`src/rtl/instr_sequencer.sv`:
```
// ---------------------------------------------------------------------------
// instr_sequencer
//   Fetch/decode/execute sequencer that walks an asynchronous-read program
//   ROM and drives the load strobes and source selects of a 4-entry
//   register bank.
//
// Parameters
//   PC_WIDTH : program counter / ROM address width (1..8)
//   WIDTH    : immediate width (operand byte zero-extended or truncated)
//
// Ports
//   CLK      in   rising-edge clock
//   RST      in   synchronous active-high reset
//   HOLD     in   freeze all state; forces REG_CE and ILLEGAL low
//   ROM_DATA in   program word at ROM_ADDR (combinational)
//   ROM_ADDR out  current PC
//   REG_CE   out  one-hot load strobe for r0..r3 (EXEC only)
//   DATA_SEL out  00 immediate, 01 register SRC_SEL, 10 ALU result
//   SRC_SEL  out  rs field of the instruction register
//   DST_SEL  out  rd field of the instruction register (ALU A operand)
//   ALU_OP   out  00 ADD, 01 SUB, 10 AND, 11 OR
//   IMM      out  operand byte latched in FETCH2
//   HALTED   out  high while in HALT
//   ILLEGAL  out  one-cycle pulse in EXEC for an undefined opcode
// ---------------------------------------------------------------------------
module instr_sequencer #(
    parameter int PC_WIDTH = 8,
    parameter int WIDTH    = 8
) (
    input  logic                CLK,
    input  logic                RST,
    input  logic                HOLD,
    input  logic [7:0]          ROM_DATA,
    output logic [PC_WIDTH-1:0] ROM_ADDR,
    output logic [3:0]          REG_CE,
    output logic [1:0]          DATA_SEL,
    output logic [1:0]          SRC_SEL,
    output logic [1:0]          DST_SEL,
    output logic [1:0]          ALU_OP,
    output logic [WIDTH-1:0]    IMM,
    output logic                HALTED,
    output logic                ILLEGAL
);

    typedef enum logic [2:0] {
        S_FETCH,
        S_DECODE,
        S_FETCH2,
        S_EXEC,
        S_HALT
    } state_t;

    localparam logic [PC_WIDTH-1:0] PC_INC = PC_WIDTH'(1);

    state_t              state_q, state_d;
    logic [PC_WIDTH-1:0] pc_q, pc_d;
    logic [7:0]          ir_q, ir_d;
    logic [7:0]          opr_q, opr_d;

    logic is_nop, is_ldi, is_mov, is_alu, is_jmp, is_hlt, is_ill;
    logic exec_live;

    // Instruction class decode from the instruction register.
    always_comb begin
        is_nop = (ir_q == 8'h00);
        is_ldi = (ir_q[7:2] == 6'b000100);
        is_mov = (ir_q[7:4] == 4'b0010);
        is_alu = (ir_q[7:6] == 2'b01);
        is_jmp = (ir_q == 8'h80);
        is_hlt = (ir_q == 8'hFF);
        is_ill = !(is_nop || is_ldi || is_mov || is_alu || is_jmp || is_hlt);
    end

    // Next-state logic; HOLD simply keeps every register at its value.
    always_comb begin
        state_d = state_q;
        pc_d    = pc_q;
        ir_d    = ir_q;
        opr_d   = opr_q;
        if (!HOLD) begin
            case (state_q)
                S_FETCH: begin
                    ir_d    = ROM_DATA;
                    pc_d    = pc_q + PC_INC;
                    state_d = S_DECODE;
                end
                S_DECODE: begin
                    if (is_ldi || is_jmp) begin
                        state_d = S_FETCH2;
                    end else if (is_hlt) begin
                        state_d = S_HALT;
                    end else begin
                        state_d = S_EXEC;
                    end
                end
                S_FETCH2: begin
                    opr_d   = ROM_DATA;
                    pc_d    = pc_q + PC_INC;
                    state_d = S_EXEC;
                end
                S_EXEC: begin
                    if (is_jmp) begin
                        pc_d = opr_q[PC_WIDTH-1:0];
                    end
                    state_d = S_FETCH;
                end
                S_HALT: begin
                    state_d = S_HALT;
                end
                default: begin
                    state_d = S_FETCH;
                end
            endcase
        end
    end

    always_ff @(posedge CLK) begin
        if (RST) begin
            state_q <= S_FETCH;
            pc_q    <= '0;
            ir_q    <= '0;
            opr_q   <= '0;
        end else begin
            state_q <= state_d;
            pc_q    <= pc_d;
            ir_q    <= ir_d;
            opr_q   <= opr_d;
        end
    end

    // The strobe is gated by RST as well as HOLD so that a reset landing on
    // the EXEC edge never lets a register load alongside it.
    assign exec_live = (state_q == S_EXEC) && !HOLD && !RST;

    always_comb begin
        REG_CE = 4'b0000;
        if (exec_live && (is_ldi || is_mov || is_alu)) begin
            REG_CE = 4'b0001 << ir_q[1:0];
        end
        DATA_SEL = 2'b00;
        if (is_mov) begin
            DATA_SEL = 2'b01;
        end else if (is_alu) begin
            DATA_SEL = 2'b10;
        end
    end

    assign ILLEGAL  = exec_live && is_ill;
    assign SRC_SEL  = ir_q[3:2];
    assign DST_SEL  = ir_q[1:0];
    assign ALU_OP   = ir_q[5:4];
    assign IMM      = WIDTH'(opr_q);
    assign HALTED   = (state_q == S_HALT);
    assign ROM_ADDR = pc_q;

endmodule
```
`config.mk`:
```
export PLATFORM = sky130hd
export DESIGN_NAME = instr_sequencer
export DESIGN_NICKNAME = d
export VERILOG_FILES = /design/src/rtl/instr_sequencer.sv
export SDC_FILE = /design/constraint.sdc
export NUM_CORES = 1
export LEC_CHECK = 0
export CORE_ASPECT_RATIO = 0.75
export CORE_MARGIN = 5
export CORE_UTILIZATION = 35
export CTS_CLUSTER_DIAMETER = 120
export DETAILED_ROUTE_END_ITERATION = 10
export PLACE_DENSITY = 0.63
export SLEW_MARGIN = 25
export SYNTH_ARGS = -nofsm -noshare
export SYNTH_HDL_FRONTEND = slang
export SYNTH_SLANG_ARGS = --single-unit
```
`constraint.sdc`:
```
create_clock -name CLK -period 5.4 [get_ports CLK]
set_clock_uncertainty 0.15 [all_clocks]
set_input_delay 1.35 -clock CLK [delete_from_list [all_inputs] [get_ports CLK]]
set_output_delay 1.35 -clock CLK [all_outputs]
set_load 0.02 [all_outputs]
```
==> qor.yml <==
run_status:
  outcome: "finished, final reports clean"
cts:
  h-tree-depth: 1
  cts_buffers: 3
  cts-resized-gates: 0
  clk-insertion-delay-late_ps: 280
  cts_tree: "built"
  clk_path_buf_depth: 2
  root_buffer: "clkbuf_8"
  cts_hold_buffers: 0
  cts_setup_buffers: 0
  path_clk_slew_ps: 100
  cts.sinks: 27
synthesis:
  synthCells: 183
  yosys_warnings: 0
  synth_edf_count: 0
  syn-num-nets: 195
  yosysUniqueCellTypes: 47
  synth-main-ff-cell: "dfxtp_1"
  syn_area_per_cell_um2: 8.23
  synth_seq_area_share: 0.359
  netlist_area_mm2: 0.00151
  async_flop_share: 0
  ys_seq_elements: 27
sta:
  finalSetupTns_ps: 0
  finalCriticalPeriod_ps: 4890
  tightest_slew_ps: 795
  maxSlewViolCount: 0
  setup_viol: 0
  hold_viol: 0
  setup_slack_ps: 506
  period_share: 0.906
  clock.fmax_mhz: 204
  max-slew-margin-rel: 0.464
  grt_setup_unrepaired: "false"
die:
  die_area_mm2: 0.00573
  fp.dieH_um: 66.8
  core_area_mm2: 0.00410
  initial_utilization: 0.367
  die_w_um: 85.7
  num_rows: 20
  ios: 41
route:
  vias: 1396
  vias_per_cell: 5.21
  wl_um: 3850
  detail-route-antenna-nets: 0
  drc: 0
  wl_per_cell_um: 14.4
  dr.pass1.iters: 4
  first_iter_violations: 192
min_path:
  hp-class: "reg2reg"
  hold_depth: 2
  hp-start: "IMM[7]$_SDFFE_PP0P_"
  worstHoldEndpoint: "IMM[7]$_SDFFE_PP0P_"
global_routing:
  grt_use_total: 0.145
  antenna_found_initial: 0
  grt_max_degree: 29
  grt_overflow: 0
  grt_pass1_vias: 1269
  grt_pass1_wl_um: 6500
placed_design:
  gp_congestion: 0.827
  hpwl_um: 2870
  place_area_mm2: 0.00190
  port_buffers: 40
  dp_slack_ps: 499
power:
  p_comb_frac: 0.180
  irDropWorstVdd_mv: 0.129
  clkPwrFrac: 0.290
  netSwitchingPower_mw: 0.121
  seqPwrFrac: 0.529
  power_density_mw_per_mm2: 215
  p_leak_nw: 0.634
  power.internal_mw: 0.297
  p_sw_frac: 0.290
layout:
  nNetsFinal: 226
  synthToLayoutAreaGrowth_pct: 29.3
  final_util: 0.474
  design_area_mm2: 0.00195
  drive_gt1_frac: 0.0798
  seqCellArea_um2: 541
  antenna_cells: 0
  n_fill_cell: 429
  multiInputGateArea_um2: 853
worst_setup_path:
  path_class: "in2out"
  r2r_end: "ROM_ADDR[1]$_SDFFE_PP0P_"
  crit_arrival_ps: 3390
  r2r-start: "state_q[0]$_SDFFE_PP0N_"
  r2r_cells: 4
  worst-path-max-fanout: 3
  crit_required_ps: 3900
  r2r_slack_ps: 3310
  end_kind: "primary output"
  start_kind: "input port"
flow_run:
  cap_violations: 0
==> placed cells by master (no fill, tap or decap), types with 3 or more instances in the layout <==
| master | instances |
|---|---|
| o31ai_1 | 3 |
| clkdlybuf4s50_1 | 40 |
| inv_1 | 5 |
| a21oi_1 | 18 |
| nor2_1 | 18 |
| mux2i_1 | 7 |
| nor2b_1 | 4 |
| clkbuf_8 | 3 |
| nand3_1 | 5 |
| or3_1 | 4 |
| nand2_1 | 23 |
| o21ai_0 | 3 |
| nand4_1 | 4 |
| nor3b_1 | 3 |
| dfxtp_1 | 27 |
| nor3_1 | 9 |
==> power groups by stage <==
| stage | sequential, mW | clock (mW) | combinational, mW |
|---|---|---|---|
| 2_1_floorplan | 0.224 | 0 | 0.0508 |
| 3_3_place_gp | 0.226 | 0 | 0.0751 |
| 3_5_place_dp | 0.226 | 0 | 0.0756 |
| 4_1_cts | 0.221 | 0.124 | 0.0759 |
| 5_1_grt | 0.224 | 0.133 | 0.0831 |
| 6_report | 0.222 | 0.121 | 0.0755 |
==> layout make-up <==
type | instances | area share
clock buffer | 3 | 0.0212
timing repair buffer | 42 | 0.214
inverter | 5 | 0.00965
clock inverter | 1 | 0.00386
tap | 55 | 0.0354
sequential | 27 | 0.278
multi-input combinational | 135 | 0.439
==> layer usage <==
metal | vias up | part of all wire | track usage
met5 | - | 0 | 0
met4 | 0 | 0.0073 | 0.0296
met3 | 4 | 0.063 | 0.0457
met2 | 42 | 0.39 | 0.196
met1 | 631 | 0.54 | 0.219
li1 | 719 | - | -
==> worst max path at each step <==
stage / startpoint / endpoint / slack (ps) / cells after the start
final: HOLD / REG_CE[1] / 510 / 6
after global routing: HOLD / REG_CE[1] / 330 / 6
after CTS: HOLD / REG_CE[1] / 490 / 6
after detailed placement: HOLD / REG_CE[2] / 500 / 6
after global placement: HOLD / REG_CE[2] / 520 / 6
after floorplan: HOLD / REG_CE[2] / 1130 / 5
==> metrics by stage <==
step	total power [mW]	hold WS (ps)	instances
after floorplan	0.275	395	183
after global placement	0.301	326	264
after detailed placement	0.302	322	264
after CTS	0.421	340	268
after global routing	0.440	369	268
final	0.419	335	268
==> synth_stat cells, types with 2 or more instances <==
cell type  instances  area [um2]
nand2_1           23        86.3
clkbuf_1           5        18.8
nand4_1            4        25.0
nand3_1            5        25.0
o21ai_0            3        15.0
nor3b_1            3        22.5
and2_1             2        12.5
o311ai_0           2        17.5
a31oi_1            2        12.5
or3_1              4        25.0
buf_4              8        60.1
nor3_1             9        45.0
mux2i_1            7        70.1
nor2b_1            4        25.0
nor2_1            18        67.6
buf_2              2        10.0
a21oi_1           18        90.1
and4bb_2           2        25.0
nor4_4             2        42.5
dfxtp_1           27         541
o31ai_1            3        22.5
inv_1              5        18.8
==> worst max-delay path, stage by stage <==
cell             delay, ps
clkdlybuf4s50_1        420
or3b_1                 430
nor3b_2                230
nand2_1                110
nor3b_1                210
clkdlybuf4s50_1        640
==> cell families (layout without fill, tap and decap cells) <==
kind of cell    count (synthesis)  in the layout  synth area share
flops                          27             27             0.359
simple gates                   87             87             0.334
buf+inv                        21             51            0.0740
compound gates                 39             39             0.170
fa+ha+maj                       1              1           0.00831
mux                             8              8            0.0540
==> state kept, by name, summed over array words and instances, names as in the netlist <==
signal	flops
IMM	8
ROM_ADDR	8
ir_q	8
state_q	3
(Power assumes the default switching activity.)
